==> src/rtl/coin_pkg.sv <==
// coin_pkg: shared constants for the coin-sensor conditioning stage.
//   - bit positions of each coin within the raw button vector
//   - coin values and the width of the reported coin value
//   - packed payload of the registered coin-stage outputs
package coin_pkg;

    localparam int unsigned COIN5_BIT   = 4;
    localparam int unsigned SPARE_BIT   = 3;
    localparam int unsigned COIN25_BIT  = 2;
    localparam int unsigned COIN100_BIT = 1;
    localparam int unsigned COIN10_BIT  = 0;

    localparam int unsigned COIN_VAL_W = 7;

    localparam logic [COIN_VAL_W-1:0] COIN5_VAL   = 7'd5;
    localparam logic [COIN_VAL_W-1:0] COIN10_VAL  = 7'd10;
    localparam logic [COIN_VAL_W-1:0] COIN25_VAL  = 7'd25;
    localparam logic [COIN_VAL_W-1:0] COIN100_VAL = 7'd100;

    // Registered result of the coin mapping / collision stage.
    typedef struct packed {
        logic                  s5;
        logic                  s10;
        logic                  s25;
        logic                  s100;
        logic [COIN_VAL_W-1:0] value;
        logic                  err;
    } coin_out_t;

endpackage

==> src/rtl/debounce_bit.sv <==
// debounce_bit: conditions one raw asynchronous input.
//   2-flop synchroniser, consecutive-edge debounce counter, stable level,
//   and a one-cycle pulse when the stable level rises.
// Ports:
//   clk      system clock, rising edge
//   reset    asynchronous, active-high
//   i_raw    raw input, asynchronous to clk
//   o_level  debounced stable level (registered)
//   o_pulse  one-cycle pulse on a 0->1 change of o_level (registered)
module debounce_bit #(
    parameter int unsigned DB_CYCLES = 4,
    parameter int unsigned CNT_W     = 8
) (
    input  logic clk,
    input  logic reset,
    input  logic i_raw,
    output logic o_level,
    output logic o_pulse
);

    // Count value at which the next differing edge commits the new level.
    localparam logic [CNT_W-1:0] CNT_LAST = CNT_W'(DB_CYCLES - 1);

    logic             r_q1;
    logic             r_q2;
    logic             r_stable;
    logic             r_pulse;
    logic [CNT_W-1:0] r_cnt;

    // Two-flop synchroniser.
    always_ff @(posedge clk or posedge reset) begin
        if (reset) begin
            r_q1 <= 1'b0;
            r_q2 <= 1'b0;
        end else begin
            r_q1 <= i_raw;
            r_q2 <= r_q1;
        end
    end

    // Debounce: any agreement with the stable level restarts the count.
    always_ff @(posedge clk or posedge reset) begin
        if (reset) begin
            r_stable <= 1'b0;
            r_cnt    <= '0;
            r_pulse  <= 1'b0;
        end else begin
            r_pulse <= 1'b0;
            if (r_q2 == r_stable) begin
                r_cnt <= '0;
            end else if (r_cnt == CNT_LAST) begin
                r_stable <= r_q2;
                r_cnt    <= '0;
                r_pulse  <= r_q2;    // only a rise produces a pulse
            end else begin
                r_cnt <= r_cnt + CNT_W'(1);
            end
        end
    end

    assign o_level = r_stable;
    assign o_pulse = r_pulse;

endmodule

==> src/rtl/coin_sensor_cond.sv <==
// coin_sensor_cond: conditions the raw board buttons for the vending FSM and
// turns debounced presses into coin-sensor strobes.
// Ports:
//   clk         system clock, rising edge
//   reset       asynchronous, active-high
//   btn_raw     raw buttons ([4]=coin5 [3]=spare [2]=coin25 [1]=coin100 [0]=coin10)
//   btn_level   debounced level per bit
//   btn_pulse   one-cycle pulse per debounced rise
//   s5/s10/s25/s100  one-cycle accepted-coin strobes
//   coin_value  value of the accepted coin while its strobe is high, else 0
//   coin_err    one-cycle pulse when several coins mature in the same cycle
module coin_sensor_cond
    import coin_pkg::*;
#(
    parameter int unsigned N_BTN     = 5,
    parameter int unsigned DB_CYCLES = 4,
    parameter int unsigned CNT_W     = 8
) (
    input  logic                  clk,
    input  logic                  reset,
    input  logic [N_BTN-1:0]      btn_raw,
    output logic [N_BTN-1:0]      btn_level,
    output logic [N_BTN-1:0]      btn_pulse,
    output logic                  s5,
    output logic                  s10,
    output logic                  s25,
    output logic                  s100,
    output logic [COIN_VAL_W-1:0] coin_value,
    output logic                  coin_err
);

    logic [2:0] w_nc;
    coin_out_t  w_next;
    coin_out_t  r_coin;

    // One independent conditioner per raw input.
    for (genvar g = 0; g < N_BTN; g++) begin : g_db
        debounce_bit #(
            .DB_CYCLES (DB_CYCLES),
            .CNT_W     (CNT_W)
        ) u_db (
            .clk     (clk),
            .reset   (reset),
            .i_raw   (btn_raw[g]),
            .o_level (btn_level[g]),
            .o_pulse (btn_pulse[g])
        );
    end

    // Coin mapping: exactly one coin pulse is accepted, several are all dropped.
    always_comb begin
        w_nc = 3'(btn_pulse[COIN5_BIT])  + 3'(btn_pulse[COIN10_BIT]) +
               3'(btn_pulse[COIN25_BIT]) + 3'(btn_pulse[COIN100_BIT]);
        w_next = '0;
        if (w_nc == 3'd1) begin
            w_next.s5   = btn_pulse[COIN5_BIT];
            w_next.s10  = btn_pulse[COIN10_BIT];
            w_next.s25  = btn_pulse[COIN25_BIT];
            w_next.s100 = btn_pulse[COIN100_BIT];
            if (btn_pulse[COIN5_BIT]) begin
                w_next.value = COIN5_VAL;
            end else if (btn_pulse[COIN10_BIT]) begin
                w_next.value = COIN10_VAL;
            end else if (btn_pulse[COIN25_BIT]) begin
                w_next.value = COIN25_VAL;
            end else begin
                w_next.value = COIN100_VAL;
            end
        end else if (w_nc >= 3'd2) begin
            w_next.err = 1'b1;
        end
    end

    always_ff @(posedge clk or posedge reset) begin
        if (reset) begin
            r_coin <= '0;
        end else begin
            r_coin <= w_next;
        end
    end

    assign s5         = r_coin.s5;
    assign s10        = r_coin.s10;
    assign s25        = r_coin.s25;
    assign s100       = r_coin.s100;
    assign coin_value = r_coin.value;
    assign coin_err   = r_coin.err;

endmodule
==> config.mk <==
export PLATFORM = sky130hd
export DESIGN_NAME = coin_sensor_cond
export DESIGN_NICKNAME = d
export VERILOG_FILES = /design/src/rtl/coin_pkg.sv /design/src/rtl/debounce_bit.sv /design/src/rtl/coin_sensor_cond.sv
export SDC_FILE = /design/constraint.sdc
export NUM_CORES = 1
export LEC_CHECK = 0
export CORE_MARGIN = 5
export CORE_UTILIZATION = 59
export CTS_BUF_LIST = sky130_fd_sc_hd__clkbuf_4
export CTS_CLUSTER_SIZE = 28
export DETAILED_ROUTE_END_ITERATION = 10
export GPL_TIMING_DRIVEN = 0
export PLACE_DENSITY = 0.82
export SLEW_MARGIN = 20
export SYNTH_ARGS = -nofsm -noshare
export SYNTH_HDL_FRONTEND = slang
export SYNTH_HIERARCHICAL = 1
export SYNTH_SLANG_ARGS = --single-unit
==> constraint.sdc <==
create_clock -name clk -period 3.09 [get_ports clk]
set_input_delay 0.4635 -clock clk [delete_from_list [all_inputs] [get_ports clk]]
set_output_delay 0.4635 -clock clk [all_outputs]
set_load 0.01 [all_outputs]
# Word level (Yosys, flattened, before mapping)
# Cells that the tools add are included.
op_classes:
  addsub: 8
  mul: 0
  div: 0
  order_cmp: 1
  eq_ne: 11
  shifts: 0
  n_mux: 26
  n_bitwise: 5
  n_reduce_logical: 5
op_table:
  columns: ["op", "count"]
  rows:
  - ["8-bit two-way mux", 10]
  - ["8-bit by 1-bit adder with 8-bit output, second input constant", 5]
  - ["8-bit by 2-bit equality test with 1-bit output, second input constant", 5]
  - ["7-bit two-way mux", 3]
  - ["1-bit two-way mux", 12]
  - ["11-bit two-way mux", 1]
  - ["2-bit AND reduction", 5]
  - ["1-bit equality test", 5]
  - ["1-bit inverter", 5]
  - ["2-bit by 1-bit adder with 3-bit output", 1]
  - ["3-bit by 1-bit adder with 3-bit output", 1]
  - ["3-bit by 1-bit equality test with 1-bit output, second input constant", 1]
  - ["3-bit by 2-bit greater-or-equal comparator with 1-bit output, second input constant", 1]
  - ["1-bit by 1-bit adder with 2-bit output", 1]
word_totals:
  register_bits: 72
  latch_bits: 0
  ram_bits: 0
  mem_bits_ro: 0
  out_inout_bits: 22
  word_cells: 87
  memories: 0

# Depth between registers and ports, before layout
logic_depth:
  word_depth: 6
  depth_mapped: 8

# Cells and area by module
# The synthesis kept the hierarchy.
by_module_without_submodules:
  columns: ["mod", "n_inst", "cells_per_inst", "area_per_inst_um2", "seq_area_each_um2"]
  rows:
  - ["debounce_bit", 5, 46, 513.0, 300.3]
  - ["coin_sensor_cond", 1, 40, 496.7, 275.3]

# Worst setup path after synthesis
# OpenSTA, ideal clock, no wires.
synth_timing:
  kind: "reg2reg"
  start: "register g_db[0].u_db.r_pulse"
  end: "register r_coin (netlist bit coin_value[5])"
  setup_ns: 0.080
  t_arrival_ns: 2.223
  t_required_ns: 3.010
  slack_ns: 0.787
  stages_incl_launch_ff: 9
  period_less_slack_ns: 2.303
  path_cell_list: "dfrtp_1 -> inv_1 -> fa_1 -> inv_1 -> ha_1 -> inv_1 -> ha_1 -> or4b_4 -> nor3_2"
synth_lines:
  columns: ["element", "line_no", "source"]
  rows:
  - ["from (decl)", "debounce_bit.sv:27", "logic r_pulse;"]
  - ["from (signal assigned)", "debounce_bit.sv:54", "r_pulse <= r_q2;"]
  - ["to (signal assigned)", "coin_sensor_cond.sv:78", "r_coin <= w_next;"]
  - ["to (decl)", "coin_sensor_cond.sv:34", "coin_out_t r_coin;"]

==> impl.org <==
** Status
- Result of the run :: complete, no violations

** Setup path
- Worst endpoint required time :: about 3.4 ns
- On the worst path, the slowest cell contributes a delay of roughly 0.54 ns.
- STA classifies the critical path endpoint as a flip-flop.
- By startpoint and endpoint, the worst setup path is classified as flip-flop to flip-flop.
- Cell with the largest stage delay on the worst path :: sky130_fd_sc_hd__fa_1
- Most common cell type on the critical path :: sky130_fd_sc_hd__inv_1
- In this run the worst path has a maximum fanout of 6.
- The worst setup path is launched from a flip-flop.
- Critical path cell sequence :: inv_1 > fa_1 > inv_1 > ha_1 > inv_1 > ha_1 > or4b_4 > nor2_2
- Data arrives at the worst endpoint at between 2 and 3 ns.

** Power
- Summed over all cells, the static leakage comes to about 1.6 nW.
- Dividing total power by cell area gives a power density of ~670 mW/mm^2.
- The worst-case IR drop observed on VDD is 0.3288 mV.

** Route
- The routed layout has around 2.1k vias.
- After detailed routing, the number of vias per cell comes to 5.384.
- The pre-antenna-repair detailed-routing pass consisted of 4 iterations.
- Count of nets left with antenna violations after detail routing :: 0
- Wires add up to 5.144 mm.
- Detailed router's first-iteration violation count :: ~100
- For this run, design rule violations remaining after detail routing come to 0.
- Wirelength per Cell :: about 13 um

** Floorplan
- Horizontal extent of the die :: roughly 82 um
- Overall die area :: 0.006730 sq mm
- Standard cell core area :: between 0.005 and 0.006 sq mm
- DIE HEIGHT :: between 80 and 90 um
- Starting density of the core :: just over 60%
- The floorplan has 26 rows.
- Number of ports placed on the die boundary :: 29

** Global routing
- The via count of the first global-routing pass is between 2k and 2.5k.
- Entering global routing, the biggest net connects 13 pins.
- Antenna violations before repair :: 0
- Global-route wire length before repair :: approximately 9.3 mm
- Total routing resource utilization after global routing :: 18.36%
- Total congestion overflow :: 0

** Cells and area
- Inserted Diodes :: 0
- Filler Cell Count :: approximately 390
- The finished cells cover between 0.003 and 0.004 sq mm.
- Area taken by multi-input logic gates :: approximately 0.0012 sq mm
- Number of nets in the finished design :: between 300 and 400
- Syn-to-layout area delta :: 16.26%
- Registers take roughly 0.0018 sq mm.
- Layout cell share with drive strength beyond 1 :: about 14%

** STA
- Final Max Slew Viols :: 0
- For the pin with the worst max-slew slack, the measured transition is between 0.4 and 0.5 ns.
- Final period demand of the worst path :: 2.414 ns
- Skew final :: around 0.010 ns
- Part of the cycle the worst path needs :: 78.12%
- Setup violations remaining at the end of the flow were counted as 0.
- Headroom to the max-slew limit came out at 69.66%.
- Max Clk Rate :: just over 0.4 GHz
- The number of hold violations in the final report was 0.
- Unrepaired setup endpoints after global routing :: no
- Worst hold-check slack :: around 0.35 ns
- Aggregate negative setup slack :: 0 ns

** Hold path
- The worst hold path belongs to the class flip-flop to flip-flop.

** Clock tree
- Clock tree from TritonCTS :: done
- Post-cts sizing count :: 0
- Counting along the longest clock path gives a buffer depth of 2.
- Post-CTS timing repair inserted 0 buffers for setup.
- Clock-pin slew was measured on the worst setup and hold paths at around 0.10 ns.
- Number of buffers added to fix hold violations after cts :: 0
- CTS built an H-tree with a depth of 3.
- The clock reaches the later pin of the worst-skew pair after 0.40 ns.
- The root buffer cell chosen for the clock tree is sky130_fd_sc_hd__clkbuf_4.
- Clock buffers created by TritonCTS :: 9
- # clock sinks :: 71

** Yosys
- After synthesis, the mean cell area works out to approximately 11 sq um.
- Mapped Cells :: 270
- Number of synthesis warnings :: 6
- The synthesized design contains around 70 register bits.
- Portion of the post-synthesis area used by sequential elements :: 58.03%
- Counting every net in the synthesized netlist gives approximately 290.
- Syn Std Cell Area :: between 0.003 and 0.004 sq mm
- Netlist cell types :: 29

** Place
- After detailed placement, the total cell area comes to around 0.0034 sq mm.
- Post-detailed-placement half-perimeter wirelength :: 3.699 mm
- The congestion estimate from routability-driven global placement came to approximately 0.8.
- In this run the tool buffered the top-level ports with 28 buffer cells.

** Flow run
- Max-cap violations in this run came to 0.
==> kinds of logic after synthesis <==
kind of cell / after synthesis / share of synthesized area (%)
AO/OA/AOI/OAI: 39 / 8.092
AND/OR/NAND/NOR: 103 / 18.84
flip-flops: 71 / 58.03
multiplexers: 5 / 2.452
buffers and inverters: 23 / 2.942
adder cells (fa/ha/maj): 9 / 3.923
XOR/XNOR: 20 / 5.721
==> sequential cells by signal, summed over array words and instances (netlist names) <==
register           cells
s25                    1
g_db.u_db/o_level      5
s5                     1
g_db.u_db/r_q1         5
g_db.u_db/o_pulse      5
s100                   1
coin_err               1
g_db.u_db/r_q2         5
s10                    1
coin_value             6
g_db.u_db/r_cnt       40
==> cells in the mapped netlist (all sizes together) <==
cell | number | area [sq um]
and3 | 4 | 30.03
nand2 | 5 | 18.77
xnor2 | 10 | 87.58
or3 | 15 | 93.84
o21ai | 15 | 75.07
inv | 22 | 82.58
nand4 | 5 | 31.28
ha | 8 | 100.1
a21oi | 15 | 93.84
nor2 | 34 | 132.6
nor3b | 5 | 37.54
nor3 | 1 | 10.01
fa | 1 | 20.02
o211a | 2 | 20.02
nand2b | 1 | 6.260
buf | 1 | 7.510
o21bai | 1 | 7.510
nor2b | 2 | 15.02
xor2 | 10 | 87.58
mux2 | 5 | 75.07
dfrtp | 71 | 1777
or4b | 1 | 13.76
a31o | 5 | 43.79
nand3 | 25 | 125.1
a22oi | 1 | 7.510
nor4 | 5 | 62.56
==> critical path: cells and delay by family, from the launching register on <==
kind                     cells  cell delay (ns)
buffers and inverters        3             0.22
flip-flops                   1             0.47
AND/OR/NAND/NOR              2             0.67
adder cells (fa/ha/maj)      3             0.98
==> placed cells by master (no fill, tap or decap), types with 8 or more instances in the layout <==
cell,netlist,layout
sky130_fd_sc_hd__clkbuf_4,0,11
sky130_fd_sc_hd__xor2_1,10,10
sky130_fd_sc_hd__or3_1,15,15
sky130_fd_sc_hd__inv_1,22,22
sky130_fd_sc_hd__ha_1,8,8
sky130_fd_sc_hd__o21ai_0,15,15
sky130_fd_sc_hd__dfrtp_1,71,71
sky130_fd_sc_hd__xnor2_1,10,10
sky130_fd_sc_hd__nand3_1,25,25
sky130_fd_sc_hd__a21oi_1,10,10
sky130_fd_sc_hd__clkdlybuf4s50_1,0,28
sky130_fd_sc_hd__nor2_1,32,32
==> path summary, 6_finish.rpt <==
check,to,from,slack [ns],cells past startpoint
worst min-delay path,g_db[2].u_db/r_q2$_DFF_PP0_,g_db[2].u_db/r_q1$_DFF_PP0_,0.35,0
min in group asynchronous,s100$_DFF_PP0_,reset,0.51,2
worst max-delay path,coin_value[3]$_DFF_PP0_,g_db[0].u_db/o_pulse$_DFF_PP0_,0.68,8
worst max register to register,coin_value[3]$_DFF_PP0_,g_db[0].u_db/o_pulse$_DFF_PP0_,0.68,8
max in group asynchronous,g_db[0].u_db/r_cnt[3]$_DFF_PP0_,reset,2.25,2
worst min register to register,g_db[2].u_db/r_q2$_DFF_PP0_,g_db[2].u_db/r_q1$_DFF_PP0_,0.35,0
==> where the power goes <==
part,internal (mW),total [mW],switching [mW]
Clock,0.258,0.563,0.305
Sequential,1.05,1.21,0.153
Combinational,0.313,0.612,0.299
Total,1.63,2.38,0.756
==> metrics by stage <==
step	cells	power (mW)	worst slack, ns	utilization, %
final	383	2.382	0.6760	70.14
after global routing	383	2.545	0.5225	70.14
after CTS	383	2.411	0.6871	70.14
after detailed placement	368	1.842	0.7146	67.58
after global placement	368	1.823	0.7223	67.58
after floorplan	270	1.623	0.7866	-
==> metal layers <==
metal | vias to the layer above | GRT usage, % | wire [um]
met5 | - | 0 | 0
met4 | 0 | 9.302 | 105
met3 | 8 | 4.496 | 212
met2 | 37 | 27.71 | 2382
met1 | 1003 | 24.71 | 2444
li1 | 1014 | - | -
==> area by class of cell <==
type                            instances  area share (%)
Sequential cell                        71           49.91
Timing Repair Buffer                   28           7.873
Tap cell                               70           2.460
Inverter                               22           2.320
Multi-Input combinational cell        176           33.57
Clock buffer                           11           2.320
Clock inverter                          4           1.336
Buffer                                  1          0.2109
No activity file was read; power rests on OpenSTA's default activity.
==> variant: new RTL, same settings <==
Make the reset (`reset`) synchronous in 3 clocked blocks. Comments in the files are not updated.
--- a/src/rtl/debounce_bit.sv
+++ b/src/rtl/debounce_bit.sv
@@ -30,3 +30,3 @@
     // Two-flop synchroniser.
-    always_ff @(posedge clk or posedge reset) begin
+    always_ff @(posedge clk) begin
         if (reset) begin
@@ -41,3 +41,3 @@
     // Debounce: any agreement with the stable level restarts the count.
-    always_ff @(posedge clk or posedge reset) begin
+    always_ff @(posedge clk) begin
         if (reset) begin
--- a/src/rtl/coin_sensor_cond.sv
+++ b/src/rtl/coin_sensor_cond.sv
@@ -73,3 +73,3 @@
 
-    always_ff @(posedge clk or posedge reset) begin
+    always_ff @(posedge clk) begin
         if (reset) begin
Formal check against the unedited RTL: differs if reset is asserted again (counterexample within 10 cycles, from zero or initial values and one cycle with reset high); with reset held inactive, the same outputs for 10 cycles.
==> variant against the unedited design <==
Setup slack worse by 0.0053 ns; area after synthesis is 5.3% lower; synthesized cell count is 9.6% higher; die area is 4.6% lower; wire length is 4.8% lower; sequential cell count stayed put; cell area is 4.1% lower; sequential share of layout area is 8.3 points lower; critical path type unchanged; largest cell class unchanged.
Power is not compared: it rests on default switching activity, and its combinational part moved more than twofold at a synthesized area within 25%.
==> variant: results (changes against the unedited design) <==
The count of cells along the worst hold path is 1 (+1). Signal arrival time at the worst endpoint: 2.75 ns (about the same). For the clock buffer count from CTS, the log shows 9 (unchanged). The kind of path behind the tightest hold check is flop to flop. The logs give 3.56 mm (-3.7%) for the total half-perimeter wirelength after legalization and detailed placement and 0 (unchanged) for the post-CTS setup buffer count.

Cell chosen for the clock root: sky130_fd_sc_hd__clkbuf_4. The share of cells above drive strength 1 came out at 10.0% (-4.4 points). The number of global-route vias before repair is 2057 (-0.34%). In the post-synthesis netlist, the biggest area contributors are sky130_fd_sc_hd__dfxtp_1, sky130_fd_sc_hd__nand3_1, sky130_fd_sc_hd__nor2_1. After synthesis, the most frequently instantiated cells are sky130_fd_sc_hd__dfxtp_1, sky130_fd_sc_hd__nor2_1, sky130_fd_sc_hd__nand3_1.

The flow ran to the end, and the final reports show no timing, DRC or antenna violations. The register-to-register path setup slack is 0.67 ns. The count of buffers from port buffering was 28 (unchanged). In this run the critical register-to-register path is captured at coin_value[3]$_SDFF_PP0_. The tools report the startpoint of the worst setup timing path as g_db[4].u_db/o_pulse$_SDFF_PP0_. For the post-synth net total, the log shows 312 (+9.1%). The initial antenna violation count is 0 (unchanged). The maximum clock insertion buffer count came out at 2 (unchanged). The instance area after placement is 3260 µm² (-4.8%), and the wire length of the first global-routing pass is 8.77 mm (-5.5%). Post-cts repair resize count: 0 (unchanged). The cell family contributing the most delay on the critical path is adder cells. Worst-margin pin slew: 0.541 ns (+0.0862 ns).

The final net count is 351 (+8.0%). The sequential element share of the synthesized area is 49.0% (-9.0 points), and the maximum fanout count along the critical path is 6 (unchanged). The worst hold path terminates at g_db[4].u_db/r_q2$_SDFF_PP0_. In this run the most critical hold path is launched from g_db[4].u_db/r_q1$_SDFF_PP0_. The tools report the warning count from the yosys run as 6 (unchanged). The tools report the length of the first detailed-routing pass in iterations as 4 (unchanged).

Placer congestion estimate: 0.827 (+0.28%). Cell type of the slowest stage on the worst timing path: sky130_fd_sc_hd__or4b_4. The logs give 1.22 nW for the cell leakage power and 0.0106 ns (+0.000212 ns) for the final worst clock skew. Insertion delay to the later sink of the worst-skew pair: 0.40 ns (about the same).

For the worst hold slack after final layout, the log shows 0.442 ns (+0.0889 ns). The run gives 30 (+17) as the pin count of the biggest net entering global routing. Worst IR drop on VDD: 0.000298 V. The proportion of register bits with asynchronous set or reset after synthesis was 0% (-100 points); the total via count in the routed design was 2203 (+6.8%).

The global routing usage summed across all routing layers is 17.5% (-0.91 points), and the first-iteration detailed-routing DRC count is 76 (-27%). The logic depth of the worst register-to-register path is 8 (unchanged), and the clock-pin slew on the worst setup and hold paths is 0.10 ns (about the same). Number of H-tree levels: 3 (unchanged). The number of different library cells in the post-synthesis netlist came out at 29 (unchanged). The flip-flop count of the largest register, all copies and words added was 40 (unchanged); the largest stage delay on the critical path was 0.57 ns (+0.03 ns).

The number of antenna cells inserted is 0 (unchanged). Counting flops per register, the top entry is g_db.u_db/r_cnt. The run gives 4.90 mm (-4.8%) as the wire length after detailed routing.
[variant: cell types whose count changed in the layout (fill, tap and decap cells not counted), moves of 6 or more]
cell / change
sky130_fd_sc_hd__dfxtp_1: +71
sky130_fd_sc_hd__nor2b_1: +10
sky130_fd_sc_hd__and3_1: +7
sky130_fd_sc_hd__nor3_1: +6
sky130_fd_sc_hd__a21oi_1: +10
sky130_fd_sc_hd__dfrtp_1: -71
[variant: cell type report]
type	count	area, µm²
Fill cell	379	1340
Timing Repair Buffer	28	275
Clock buffer	9	67.6
Inverter	17	63.8
Tap cell	67	83.8
Multi-Input combinational cell	207	1410
Sequential cell	71	1420
Buffer	1	7.51
Clock inverter	7	87.6
[variant: worst max path at each step]
stage / slack [ns] / to / depth (start not counted)
after global routing: 0.48 / coin_value[1]$_SDFF_PP0_ / 8
after detailed placement: 0.62 / coin_value[3]$_SDFF_PP0_ / 3
after global placement: 0.64 / coin_value[3]$_SDFF_PP0_ / 3
final: 0.67 / coin_value[3]$_SDFF_PP0_ / 8
after CTS: 0.67 / coin_value[3]$_SDFF_PP0_ / 8
after floorplan: 0.79 / coin_value[3]$_SDFF_PP0_ / 8
[variant: power breakdown]
part	internal (W)	total (W)	leakage, nW	switching (W)
combinational	0.0000146	0.0000334	0.570	0.0000188
sequential	0.000923	0.000928	0.574	0.00000537
clock	0.000321	0.000625	0.0770	0.000304
total	0.00126	0.00159	1.22	0.000328
[variant: cell families (layout without fill, tap and decap cells)]
family	count (synthesis)	count (layout)	share of synthesized area [%]
AOI/OAI and AO/OA	49	49	12.0
xor gates and xnor gates	20	20	6.04
adders and majority gates	9	9	4.14
buffers and inverters	18	62	2.46
DFF	71	71	49.0
and+or+nand+nor	129	129	26.3
[variant: stage by stage]
step	utilization, %	instances	setup WS [ns]	power, W
after floorplan	-	296	0.792	0.000966
after global placement	68.7	391	0.643	0.000983
after detailed placement	68.7	391	0.618	0.000984
after CTS	71.9	407	0.671	0.00161
after global routing	71.8	407	0.484	0.00166
final	71.8	407	0.671	0.00159
[variant: per-layer routing]
metal / wire (µm) / up-vias / track usage (%)
met5: 0 / - / 0
met4: 67 / 0 / 5.57
met3: 280 / 7 / 6.95
met2: 2260 / 42 / 28.1
met1: 2290 / 1019 / 21.3
li1: - / 1135 / -
